==> config.mk <==
export PLATFORM = sky130hd
export DESIGN_NAME = lane_strobe_decoder
export DESIGN_NICKNAME = d
export VERILOG_FILES = /design/src/rtl/lane_strobe_pkg.sv /design/src/rtl/lane_strobe_decoder_hold_counter.sv /design/src/rtl/lane_strobe_decoder.sv
export SDC_FILE = /design/constraint.sdc
export NUM_CORES = 1
export LEC_CHECK = 0
export CAP_MARGIN = 25
export CORE_AREA = 2 2 39 41
export CTS_CLUSTER_DIAMETER = 100
export DETAILED_ROUTE_END_ITERATION = 8
export DIE_AREA = 0 0 41 43
export GPL_TIMING_DRIVEN = 0
export SKIP_LAST_GASP = 1
export SLEW_MARGIN = 20
export SYNTH_ARGS = -nofsm -noshare
export SYNTH_HDL_FRONTEND = slang
export SYNTH_SLANG_ARGS = --single-unit
==> constraint.sdc <==
create_clock -name clk -period 1.19 [get_ports clk]
set_input_delay 0.238 -clock clk [delete_from_list [all_inputs] [get_ports clk]]
set_output_delay 0.238 -clock clk [all_outputs]
set_load 0.01 [all_outputs]
==> src/rtl/lane_strobe_pkg.sv <==
// Shared types and helpers for the lane strobe decoder and its hold timer.
// Holds the two-state controller encoding and a width helper for counters.
package lane_strobe_pkg;

    typedef enum logic {
        IDLE = 1'b0,
        HOLD = 1'b1
    } stateT;

    // Bits needed to hold values 0..value-1; never less than one bit.
    function automatic int clog2(input int value);
        int bits;
        int rem;
        bits = 0;
        rem  = value - 1;
        while (rem > 0) begin
            bits++;
            rem = rem >>> 1;
        end
        return (bits < 1) ? 1 : bits;
    endfunction

endpackage

==> src/rtl/lane_strobe_decoder_hold_counter.sv <==
// Loadable down-counter that flags the last counted cycle.
// Stops at zero so an idle counter never wraps.
module hold_counter #(
    parameter int CNT_W = 3
) (
    input  logic             clk,
    input  logic             rst,
    input  logic             load,
    input  logic [CNT_W-1:0] loadValue,
    input  logic             dec,
    output logic             terminal
);

    logic [CNT_W-1:0] count;

    always_ff @(posedge clk) begin
        if (rst) begin
            count <= '0;
        end else if (load) begin
            count <= loadValue;
        end else if (dec && (count != '0)) begin
            count <= count - 1'b1;
        end
    end

    assign terminal = (count == CNT_W'(1));

endmodule

==> src/rtl/lane_strobe_decoder.sv <==
// Decodes a lane index into a one-hot strobe held for HOLD_CYCLES cycles,
// with optional retrigger and active-low output polarity.
module lane_strobe_decoder
    import lane_strobe_pkg::*;
#(
    parameter int SEL_W       = 2,
    parameter int HOLD_CYCLES = 4,
    parameter int RETRIGGER   = 1,
    parameter int ACTIVE_LOW  = 0
) (
    input  logic                 clk,
    input  logic                 rst,
    input  logic                 en,
    input  logic [SEL_W-1:0]     sel,
    input  logic                 sel_valid,
    output logic                 ready,
    output logic [2**SEL_W-1:0]  onehot,
    output logic                 busy,
    output logic                 done
);

    localparam int LANES = 2 ** SEL_W;
    localparam int CNT_W = clog2(HOLD_CYCLES + 1);
    localparam logic [LANES-1:0] IDLE_PATTERN = {LANES{ACTIVE_LOW != 0}};

    // Polarity is folded in here so onehot leaves straight from a flop.
    function automatic logic [LANES-1:0] laneCode(input logic [SEL_W-1:0] lane);
        logic [LANES-1:0] one;
        one = {{(LANES-1){1'b0}}, 1'b1};
        return (one << lane) ^ IDLE_PATTERN;
    endfunction

    stateT state;
    stateT stateNext;
    logic  accept;
    logic  lastCycle;
    logic  finishing;

    assign ready  = en && ((state == IDLE) || (RETRIGGER != 0));
    assign accept = sel_valid && ready;

    hold_counter #(
        .CNT_W(CNT_W)
    ) holdTimer (
        .clk      (clk),
        .rst      (rst),
        .load     (accept),
        .loadValue(CNT_W'(HOLD_CYCLES)),
        .dec      (state == HOLD),
        .terminal (lastCycle)
    );

    always_comb begin
        stateNext = state;
        finishing = 1'b0;
        case (state)
            IDLE: begin
                if (accept) stateNext = HOLD;
            end
            HOLD: begin
                if (accept) begin
                    stateNext = HOLD;
                end else if (lastCycle) begin
                    stateNext = IDLE;
                    finishing = 1'b1;
                end
            end
            default: stateNext = IDLE;
        endcase
    end

    // A retrigger overrides expiry, so an aborted hold never reports done.
    always_ff @(posedge clk) begin
        if (rst) begin
            state  <= IDLE;
            onehot <= IDLE_PATTERN;
            busy   <= 1'b0;
            done   <= 1'b0;
        end else begin
            state <= stateNext;
            busy  <= (stateNext == HOLD);
            done  <= finishing;
            if (accept) begin
                onehot <= laneCode(sel);
            end else if (finishing) begin
                onehot <= IDLE_PATTERN;
            end
        end
    end

endmodule

Word-level counts from Yosys, hierarchy flattened --
Index checks and enable logic that the tools add are counted.
Storage, ports and cells: register bits after elaboration 9, bits of input ports 6, output and inout bits 7, logic and storage cells 26
Cells by class: mux-type cells 11, reduce and logical (&&, ||, !) cells 6, add/subtract/negate cells 1, equality and inequality tests 1, bitwise gates (word level) 1, shift-type cells 1
Operators by type and width (count):
- 4-bit 2-to-1 mux | 2
- 1-bit 2-to-1 mux | 6
- 3-bit 2-to-1 mux | 2
- 2-bit nonzero test | 2
- 1-bit by 2-bit << shifter with 4-bit output (first input constant) | 1
- 3-bit by 1-bit equality test with 1-bit output (second input constant) | 1
- 3-bit nonzero test | 1
- 3-bit by 1-bit subtractor with 3-bit output (second input constant) | 1
- 1-bit logical AND | 2
- 1-bit case mux with 2 select lines | 1
- 2-bit OR reduction | 1
- 1-bit inverter | 1

Longest topological paths before layout --
Gate-level depths: netlist (run 1).
word-level depth 6, depth in mapped cells 5, depth with buffers taken out 5

Hierarchy --
A second synthesis (run 1) with hierarchy kept.
Second synthesis, totals: cells, all modules 48, area, all modules 481.7 µm²
By module, submodules not included:
- hold_counter | times used 1, seq. area each 60.1 µm², area an instance 242.7 µm², cells each 25
- lane_strobe_decoder | times used 1, seq. area each 120.1 µm², area an instance 239.0 µm², cells each 23

Worst setup path after synthesis (run 1) --
Ideal clock, no wire load.
path type register -> register, start point register holdTimer.count[0], end point register holdTimer.count[1], required time 1.102 ns, library setup time 0.088 ns, clock period less this slack 1.055 ns, stages on the path, launching flop included 6, data arrival time 0.967 ns, setup slack 0.135 ns, buffers on the path 0, path through dfxtp_1 -> inv_1 -> ha_1 -> nand2b_4 -> a21oi_2 -> a311oi_2
Between the ends: cells in the longest elaborated chain, start to end 2, elaborated cells between the ends (all ways) 3, classes of those cells 1 x add/sub; 2 x reduce/logical
Ends and longest elaborated chain:
- from (decl) | line lane_strobe_decoder_hold_counter.sv:14 | logic [CNT_W-1:0] count;
- from (signal assigned) | line lane_strobe_decoder_hold_counter.sv:20 | count <= loadValue;
- from (signal assigned) | line lane_strobe_decoder_hold_counter.sv:22 | count <= count - 1'b1;
- branches (longest 2 deep; another with 3-bit by 1-bit subtractor with 3-bit output)
Parallel ways; which one is timed is not known. A chain may end at the register's enable or synchronous reset.

Worst setup path in the final report (run 1) --
start point register holdTimer.count[1], end point register onehot[0]
Between the ends: cells in the longest elaborated chain, start to end 5
Ends and longest elaborated chain:
- 3-bit by 1-bit equality test with 1-bit output | line lane_strobe_decoder_hold_counter.sv:26 | assign terminal = (count == CNT_W'(1));
- 1-bit 2-to-1 mux | line lane_strobe_decoder.sv:63 | end else if (lastCycle) begin
- 1-bit 2-to-1 mux | line lane_strobe_decoder.sv:61 | if (accept) begin
- 1-bit 2-to-1 mux | line lane_strobe_decoder.sv:56 | case (state)
- 2-bit nonzero test (no source line)
- to (signal assigned) | line lane_strobe_decoder.sv:84 | onehot <= laneCode(sel);
- to (decl) | line lane_strobe_decoder.sv:17 | output logic [2**SEL_W-1:0] onehot,
Every way passes these cells.

==> metrics.json, run 1 <==
{
  "skew": {"value": 0.00187, "unit": "ns"},
  "grt_setup_unrepaired": {"value": "no"},
  "synth_seq_area_share": {"value": 41.4, "unit": "%"},
  "gpl.final_weighted_congestion": {"value": 0.667},
  "leakagePower": {"value": 0.276, "unit": "nW"},
  "regToRegEndpoint": {"value": "onehot[0]"},
  "hold_worst_slack": {"value": 0.292, "unit": "ns"},
  "tritoncts": {"value": "built"},
  "num_vias": {"value": 346},
  "synth_seq_cells": {"value": 9},
  "cts_max_level": {"value": 1},
  "maximum_number_of_pins_on_one_net_before_global_route_repair": {"value": 9},
  "syn_std_cell_area": {"value": 435, "unit": "sq um"},
  "max_freq": {"value": 0.902, "unit": "GHz"},
  "cts_hold_repair.buffers": {"value": 0},
  "detail_route.drc_violations": {"value": 0},
  "postPlaceCellArea": {"value": 576, "unit": "sq um"},
  "power": {"value": 0.669, "unit": "mW"},
  "post_synth_inst_count": {"value": 42},
  "mappedNetlistNets": {"value": 51},
  "critical_path.endpoint": {"value": "onehot[0]"},
  "numCtsBuffers": {"value": 3},
  "vias_in_the_first_global_route": {"value": 339},
  "finalSetupViolations": {"value": 0},
  "postRouteWirelength": {"value": 817, "unit": "um"},
  "post_synth.cell_area_avg": {"value": 10.4, "unit": "sq um"},
  "slew_headroom": {"value": 83.8, "unit": "%"},
  "core_region_area": {"value": 1380, "unit": "sq um"},
  "area_delta_synth_final": {"value": 37.9, "unit": "%"},
  "io_buffers": {"value": 12},
  "slowest_delay": {"value": 0.32, "unit": "ns"},
  "required": {"value": 1.34, "unit": "ns"},
  "outcome": {"value": "finished clean"},
  "dieArea": {"value": 1760, "unit": "sq um"},
  "drt_first_iter_violations": {"value": 0},
  "maxCapViolCount": {"value": 0},
  "critical_path_source": {"value": "holdTimer.count[1]"},
  "ant_nets": {"value": 0},
  "antenna_found_initial": {"value": 0},
  "finalHoldViolCount": {"value": 0},
  "first_pass_iters": {"value": 1},
  "globalRouteOverflowTotal": {"value": 0},
  "worst-r2r-cell-count": {"value": 4},
  "crit_path_cell_trace": {"value": "inv_1 > ha_1 > a31oi_4 > a22o_2"},
  "pre_cts_slack": {"value": -0.445, "unit": "ns"},
  "number_of_fill_cells": {"value": 143},
  "fp-row-count": {"value": 14},
  "cts.root.buffer_cell": {"value": "clkbuf_4"},
  "viasPerCell": {"value": 4.68},
  "final_core_utilization": {"value": 43.4, "unit": "%"},
  "time_the_worst_path_needs_with_i_o_delays_and_setup": {"value": 1.11, "unit": "ns"},
  "end_kind": {"value": "flop"},
  "cts.sink_count": {"value": 9},
  "r2r_slack": {"value": 0.08, "unit": "ns"},
  "worst-endpoint-arrival": {"value": 1.26, "unit": "ns"},
  "min_period_over_period": {"value": 93.2, "unit": "%"},
  "grt_pass1_wl": {"value": 1390, "unit": "um"},
  "grt_usage": {"value": 11.9, "unit": "%"},
  "worst_pin_slew": {"value": 0.242, "unit": "ns"},
  "regToRegStartpoint": {"value": "holdTimer.count[1]"},
  "antenna_cells_inserted": {"value": 0},
  "share_of_cells_above_drive_strength_1": {"value": 22.4, "unit": "%"},
  "ys_warn_count": {"value": 0},
  "finalInstanceArea": {"value": 601, "unit": "sq um"},
  "critical_path_class": {"value": "flop to flop"},
  "distinct_cells_synth": {"value": 21},
  "post-dp-hpwl": {"value": 617, "unit": "um"},
  "powerDensity": {"value": 1110, "unit": "nW/um^2"},
  "max-clock-path-buffers": {"value": 2},
  "clk_pin_slew": {"value": 0.06, "unit": "ns"},
  "finalMaxSlewViolations": {"value": 0},
  "die_height": {"value": 43, "unit": "um"},
  "worst_slack": {"value": 0.0810, "unit": "ns"},
  "area.sequential": {"value": 180, "unit": "sq um"},
  "floorplan.io_pins": {"value": 13},
  "worstPathMaxFanout": {"value": 4},
  "post_cts_setup_driven_buffer_insertion_count": {"value": 0},
  "chipWidth": {"value": 41, "unit": "um"},
  "irDropWorstVdd": {"value": 0.466, "unit": "mV"},
  "initial_utilization": {"value": 31.5, "unit": "%"},
  "hold_class": {"value": "primary input to flop"},
  "clk-insertion-delay-late": {"value": 0.26, "unit": "ns"},
  "cp-start-kind": {"value": "flop"},
  "drt-wirelength-per-cell": {"value": 11.0, "unit": "um"},
  "fin_nets": {"value": 68},
  "multi_input_gate_area_in_the_final_layout": {"value": 223, "unit": "sq um"},
  "cpMaxStageDelayCell": {"value": "dfxtp_1"}
}
## registers in the layout (all words and copies together) (netlist names)
name and flops:
state 1, onehot 4, holdTimer.count 3, done 1
## how the worst min path moves through the flow
stage	start	endpoint	slack, ns	cells after the start
final	rst	state	0.29	2
after global routing	rst	holdTimer.count[2]	0.31	2
after CTS	onehot[3]	onehot[3]	0.47	1
after detailed placement	onehot[3]	onehot[3]	0.46	1
after global placement	onehot[3]	onehot[3]	0.46	1
after floorplan	rst	holdTimer.count[2]	0.31	1
## critical path: cells and delay by family (launching register included)
family                     cells  cell delay, ns
adders and majority gates      1            0.21
AOI/OAI and AO/OA              2            0.39
buffers and inverters          1            0.09
DFF                            1            0.32
## cell type report
cell class	count	share of cell area [%]
buffer	2	2.08
clock buffer	4	4.38
inverter	6	3.75
multi-input combinational	25	37.1
sequential	9	30.0
tap	16	3.33
timing repair buffer	12	19.4
## stage by stage
stage | setup TNS (ns) | instances
2_1_floorplan | 0 | 42
3_3_place_gp | -1.51 | 70
3_5_place_dp | -1.45 | 70
4_1_cts | -0.178 | 74
5_1_grt | 0 | 74
6_report | 0 | 74
## cell families after synthesis
kind of cell | after synthesis | synth area share [%]
adder cells (fa/ha/maj) | 3 | 8.62
multiplexers | 1 | 2.30
flip-flops | 9 | 41.4
buffers and inverters | 8 | 8.05
AO/OA/AOI/OAI | 13 | 29.3
AND/OR/NAND/NOR | 8 | 10.3
## Yosys cell counts
master	instances	area, sq um
dfxtp_1	9	180
a21oi_2	1	8.76
buf_4	1	7.51
inv_1	6	22.5
a21o_4	1	15.0
a21o_1	1	7.51
a311oi_2	1	15.0
a21oi_1	3	15.0
nor4_1	1	6.26
nand3_1	1	5.00
clkbuf_2	1	5.00
a32o_1	2	20.0
a31oi_4	1	21.3
mux2i_1	1	10.0
a22o_2	2	20.0
nor2_1	2	7.51
ha_1	3	37.5
o21ai_0	1	5.00
nor3_1	1	5.00
nand2b_4	1	13.8
nand2_1	2	7.51
## per-layer routing
layer	global-route usage, %	vias up	part of all wire [%]
met5	0	-	0
met4	4.00	0	0
met3	6.81	0	9.7
met2	18.1	13	44
met1	13.4	153	46
li1	-	180	-
## report_power, final
| part | switching [mW] | internal (mW) |
|---|---|---|
| sequential | 0.00777 | 0.313 |
| clock | 0.111 | 0.129 |
| combinational | 0.0546 | 0.0538 |
## cells in the final DEF (no fill, tap or decap), types with 2 or more instances in the layout
cell type / count
dfxtp_1: 9
dlygate4sd2_1: 7
inv_1: 6
a21oi_1: 3
clkbuf_4: 3
clkdlybuf4s50_1: 3
nand2_1: 2
nor2_1: 2
a32o_1: 2
a22o_2: 2
ha_1: 2
dlymetal6s2s_1: 2
## repair_timing
action,CTS,global route
setup endpoints to repair,7,4
resized for setup,7,3
pin swaps,0,0
Power figures use the tool's default switching activity.
==> run 2: changes to the inputs <==
Settings changed: CAP_MARGIN 25 to not set.
==> results of run 2 <==
The final DEF is identical to that of run 1; final timing and power are the same.
==> run 3: changes to the inputs <==
Settings changed: GPL_TIMING_DRIVEN 0 to not set.
==> metrics.json, run 3 (synthesis results as in run 1) <==
{
  "io_buffers": {"value": 12, "change": "unchanged"},
  "detail_route.drc_violations": {"value": 0, "change": "unchanged"},
  "worst_pin_slew": {"value": 0.236, "unit": "ns", "change": "-0.00536 ns"},
  "gpl.final_weighted_congestion": {"value": 0.717, "change": "+7.5%"},
  "postRouteWirelength": {"value": 825, "unit": "um", "change": "+0.98%"},
  "regMostFlops": {"value": "onehot"},
  "numCtsBuffers": {"value": 3, "change": "unchanged"},
  "cts.root.buffer_cell": {"value": "clkbuf_4"},
  "critical_path_class": {"value": "flop to flop"},
  "powerDensity": {"value": 1080, "unit": "nW/um^2", "change": "-2.8%"},
  "max-clock-path-buffers": {"value": 2, "change": "unchanged"},
  "globalRouteOverflowTotal": {"value": 0, "change": "unchanged"},
  "cp_num_cells": {"value": 4, "change": "unchanged"},
  "reg_top3": {"value": "onehot: 4 flops, holdTimer.count: 3 flops"},
  "share_of_cells_above_drive_strength_1": {"value": 29.0, "unit": "%", "change": "+6.6 points"},
  "irDropWorstVdd": {"value": 0.728, "unit": "mV", "change": "+56%"},
  "groute.layer.met2.usage": {"value": 17.2, "unit": "%", "change": "-0.94 points"},
  "leakagePower": {"value": 0.285, "unit": "nW", "change": "+3.3%"},
  "finalHoldViolCount": {"value": 0, "change": "unchanged"},
  "use_met1": {"value": 11.3, "unit": "%", "change": "-2.1 points"},
  "r2r_slack": {"value": 0.09, "unit": "ns", "change": "about the same"},
  "worst_path_dominant_cell_family": {"value": "compound AO/OA/AOI/OAI gates"},
  "critical_path.endpoint": {"value": "onehot[1]"},
  "pre_cts_slack": {"value": -0.298, "unit": "ns", "change": "+0.147 ns"},
  "cts_max_level": {"value": 1, "change": "unchanged"},
  "outcome": {"value": "finished clean"},
  "worst_slack": {"value": 0.0942, "unit": "ns", "change": "+0.0132 ns"},
  "grt_usage": {"value": 11.3, "unit": "%", "change": "-0.64 points"},
  "critical_path_source": {"value": "holdTimer.count[1]"},
  "drt_first_iter_violations": {"value": 4, "change": "+4"},
  "maxCapViolCount": {"value": 0, "change": "unchanged"},
  "floorplan.io_pins": {"value": 13, "change": "unchanged"},
  "dieArea": {"value": 1760, "unit": "sq um", "change": "unchanged"},
  "end_kind": {"value": "flop"},
  "use_met3": {"value": 8.38, "unit": "%", "change": "+1.6 points"},
  "drt-wirelength-per-cell": {"value": 10.6, "unit": "um", "change": "-4.2%"},
  "grt_pass1_wl": {"value": 1280, "unit": "um", "change": "-7.9%"},
  "cpMaxStageDelayCell": {"value": "dfxtp_1"},
  "cp-start-kind": {"value": "flop"},
  "worst-r2r-cell-count": {"value": 4, "change": "unchanged"},
  "worst-endpoint-arrival": {"value": 1.25, "unit": "ns", "change": "about the same"},
  "min_period_over_period": {"value": 92.1, "unit": "%", "change": "-1.1 points"},
  "worstPathMaxFanout": {"value": 4, "change": "unchanged"},
  "max_freq": {"value": 0.913, "unit": "GHz", "change": "+1.2%"},
  "antenna_cells_inserted": {"value": 0, "change": "unchanged"},
  "regToRegEndpoint": {"value": "onehot[1]"},
  "fp-row-count": {"value": 14, "change": "unchanged"},
  "initial_utilization": {"value": 31.5, "unit": "%", "change": "unchanged"},
  "ant_nets": {"value": 0, "change": "unchanged"},
  "regToRegStartpoint": {"value": "holdTimer.count[1]"},
  "tritoncts": {"value": "built"},
  "grt_most_used_layer": {"value": "met2"},
  "finalSetupViolations": {"value": 0, "change": "unchanged"},
  "vias_in_the_first_global_route": {"value": 334, "change": "-1.5%"},
  "viasPerCell": {"value": 4.56, "change": "-2.4%"},
  "core_region_area": {"value": 1380, "unit": "sq um", "change": "unchanged"},
  "area_delta_synth_final": {"value": 44.0, "unit": "%"},
  "maximum_number_of_pins_on_one_net_before_global_route_repair": {"value": 9, "change": "unchanged"},
  "power": {"value": 0.678, "unit": "mW", "change": "+1.4%"},
  "number_of_flip_flops_under_the_largest_register_name": {"value": 4, "change": "unchanged"},
  "critical_path.n_buffers_inverters": {"value": 1, "change": "unchanged"},
  "die_height": {"value": 43, "unit": "um", "change": "unchanged"},
  "fin_nets": {"value": 72, "change": "+5.9%"},
  "slowest_delay": {"value": 0.31, "unit": "ns", "change": "about the same"},
  "crit_path_cell_trace": {"value": "inv_1 > ha_1 > a31oi_4 > a22o_2"},
  "hold_worst_slack": {"value": 0.421, "unit": "ns", "change": "+0.129 ns"},
  "num_vias": {"value": 356, "change": "+2.9%"},
  "skew": {"value": 0.00458, "unit": "ns", "change": "+0.00271 ns"},
  "finalInstanceArea": {"value": 627, "unit": "sq um", "change": "+4.4%"},
  "required": {"value": 1.35, "unit": "ns", "change": "about the same"},
  "hold_class": {"value": "primary input to flop"},
  "mostFrequentLayoutCell": {"value": "dfxtp_1"},
  "placed_cells_incl_taps": {"value": 74, "change": "+5.7%"},
  "slew_headroom": {"value": 84.1, "unit": "%", "change": "+0.36 points"},
  "clk_pin_slew": {"value": 0.06, "unit": "ns", "change": "about the same"},
  "first_pass_iters": {"value": 4, "change": "+3"},
  "final.setup.tns": {"value": 0, "unit": "ns", "change": "unchanged"},
  "grt_setup_unrepaired": {"value": "no"},
  "most_used_cells_in_the_layout_excluding_fill_and_tap_cells": {"value": "9 x dfxtp_1, 6 x inv_1, 6 x dlygate4sd2_1, 6 x buf_4, 4 x clkdlybuf4s50_1"},
  "final_core_utilization": {"value": 45.3, "unit": "%", "change": "+1.9 points"},
  "cts.sink_count": {"value": 9, "change": "unchanged"},
  "time_the_worst_path_needs_with_i_o_delays_and_setup": {"value": 1.10, "unit": "ns", "change": "-0.0132 ns"},
  "finalMaxSlewViolations": {"value": 0, "change": "unchanged"},
  "clk-insertion-delay-late": {"value": 0.26, "unit": "ns", "change": "about the same"},
  "chipWidth": {"value": 41, "unit": "um", "change": "unchanged"},
  "post-dp-hpwl": {"value": 634, "unit": "um", "change": "+2.8%"},
  "postPlaceCellArea": {"value": 608, "unit": "sq um", "change": "+5.7%"},
  "instances_no_fill": {"value": 78, "change": "+5.4%"},
  "antenna_found_initial": {"value": 0, "change": "unchanged"}
}
==> run 3: changes by cell type in the layout (fill, tap and decap cells not counted) <==
cell	delta
dlygate4sd2_1	-1
clkdlybuf4s50_1	+1
dlymetal6s2s_1	-1
buf_4	+5
==> run 3: layout make-up <==
cell class	count	area [sq um]
fill	152	757
multi-input combinational	25	223
sequential	9	180
timing repair buffer	18	155
clock buffer	4	26.3
inverter	6	22.5
tap	16	20.0
==> run 3: power breakdown <==
group | leakage (nW) | internal [mW] | total, mW | switching, mW
Clock | 0.0150 | 0.129 | 0.238 | 0.108
Sequential | 0.0733 | 0.313 | 0.321 | 0.00811
Combinational | 0.197 | 0.0638 | 0.120 | 0.0558
==> run 3: worst register-to-register path: stages, from the launching register on <==
cell     delay [ns]
dfxtp_1        0.31
inv_1          0.09
ha_1           0.21
a31oi_4        0.11
a22o_2         0.27
==> run 3: worst min-delay path by stage <==
stage	startpoint	endpoint	slack, ns	depth (start not counted)
after floorplan	rst	holdTimer.count[2]	0.31	1
after global placement	onehot[3]	onehot[3]	0.46	1
after detailed placement	onehot[3]	onehot[3]	0.47	1
after CTS	onehot[3]	onehot[3]	0.48	1
after global routing	en	holdTimer.count[0]	0.44	4
final	en	holdTimer.count[0]	0.42	4
==> run 3: routing by layer <==
metal | part of all wire, % | routed length [um]
met1 | 41 | 342
met3 | 11 | 88
met2 | 48 | 394
met4 | 0 | 0
met5 | 0 | 0
==> run 3: repair_timing <==
item / 4_1_cts / 5_1_grt
gates resized for setup: 7 / 4
buffers inserted: 0 / 0
endpoints found under the setup margin: 7 / 2
hold endpoints to repair: 0 / 0
hold buffers: 0 / 0
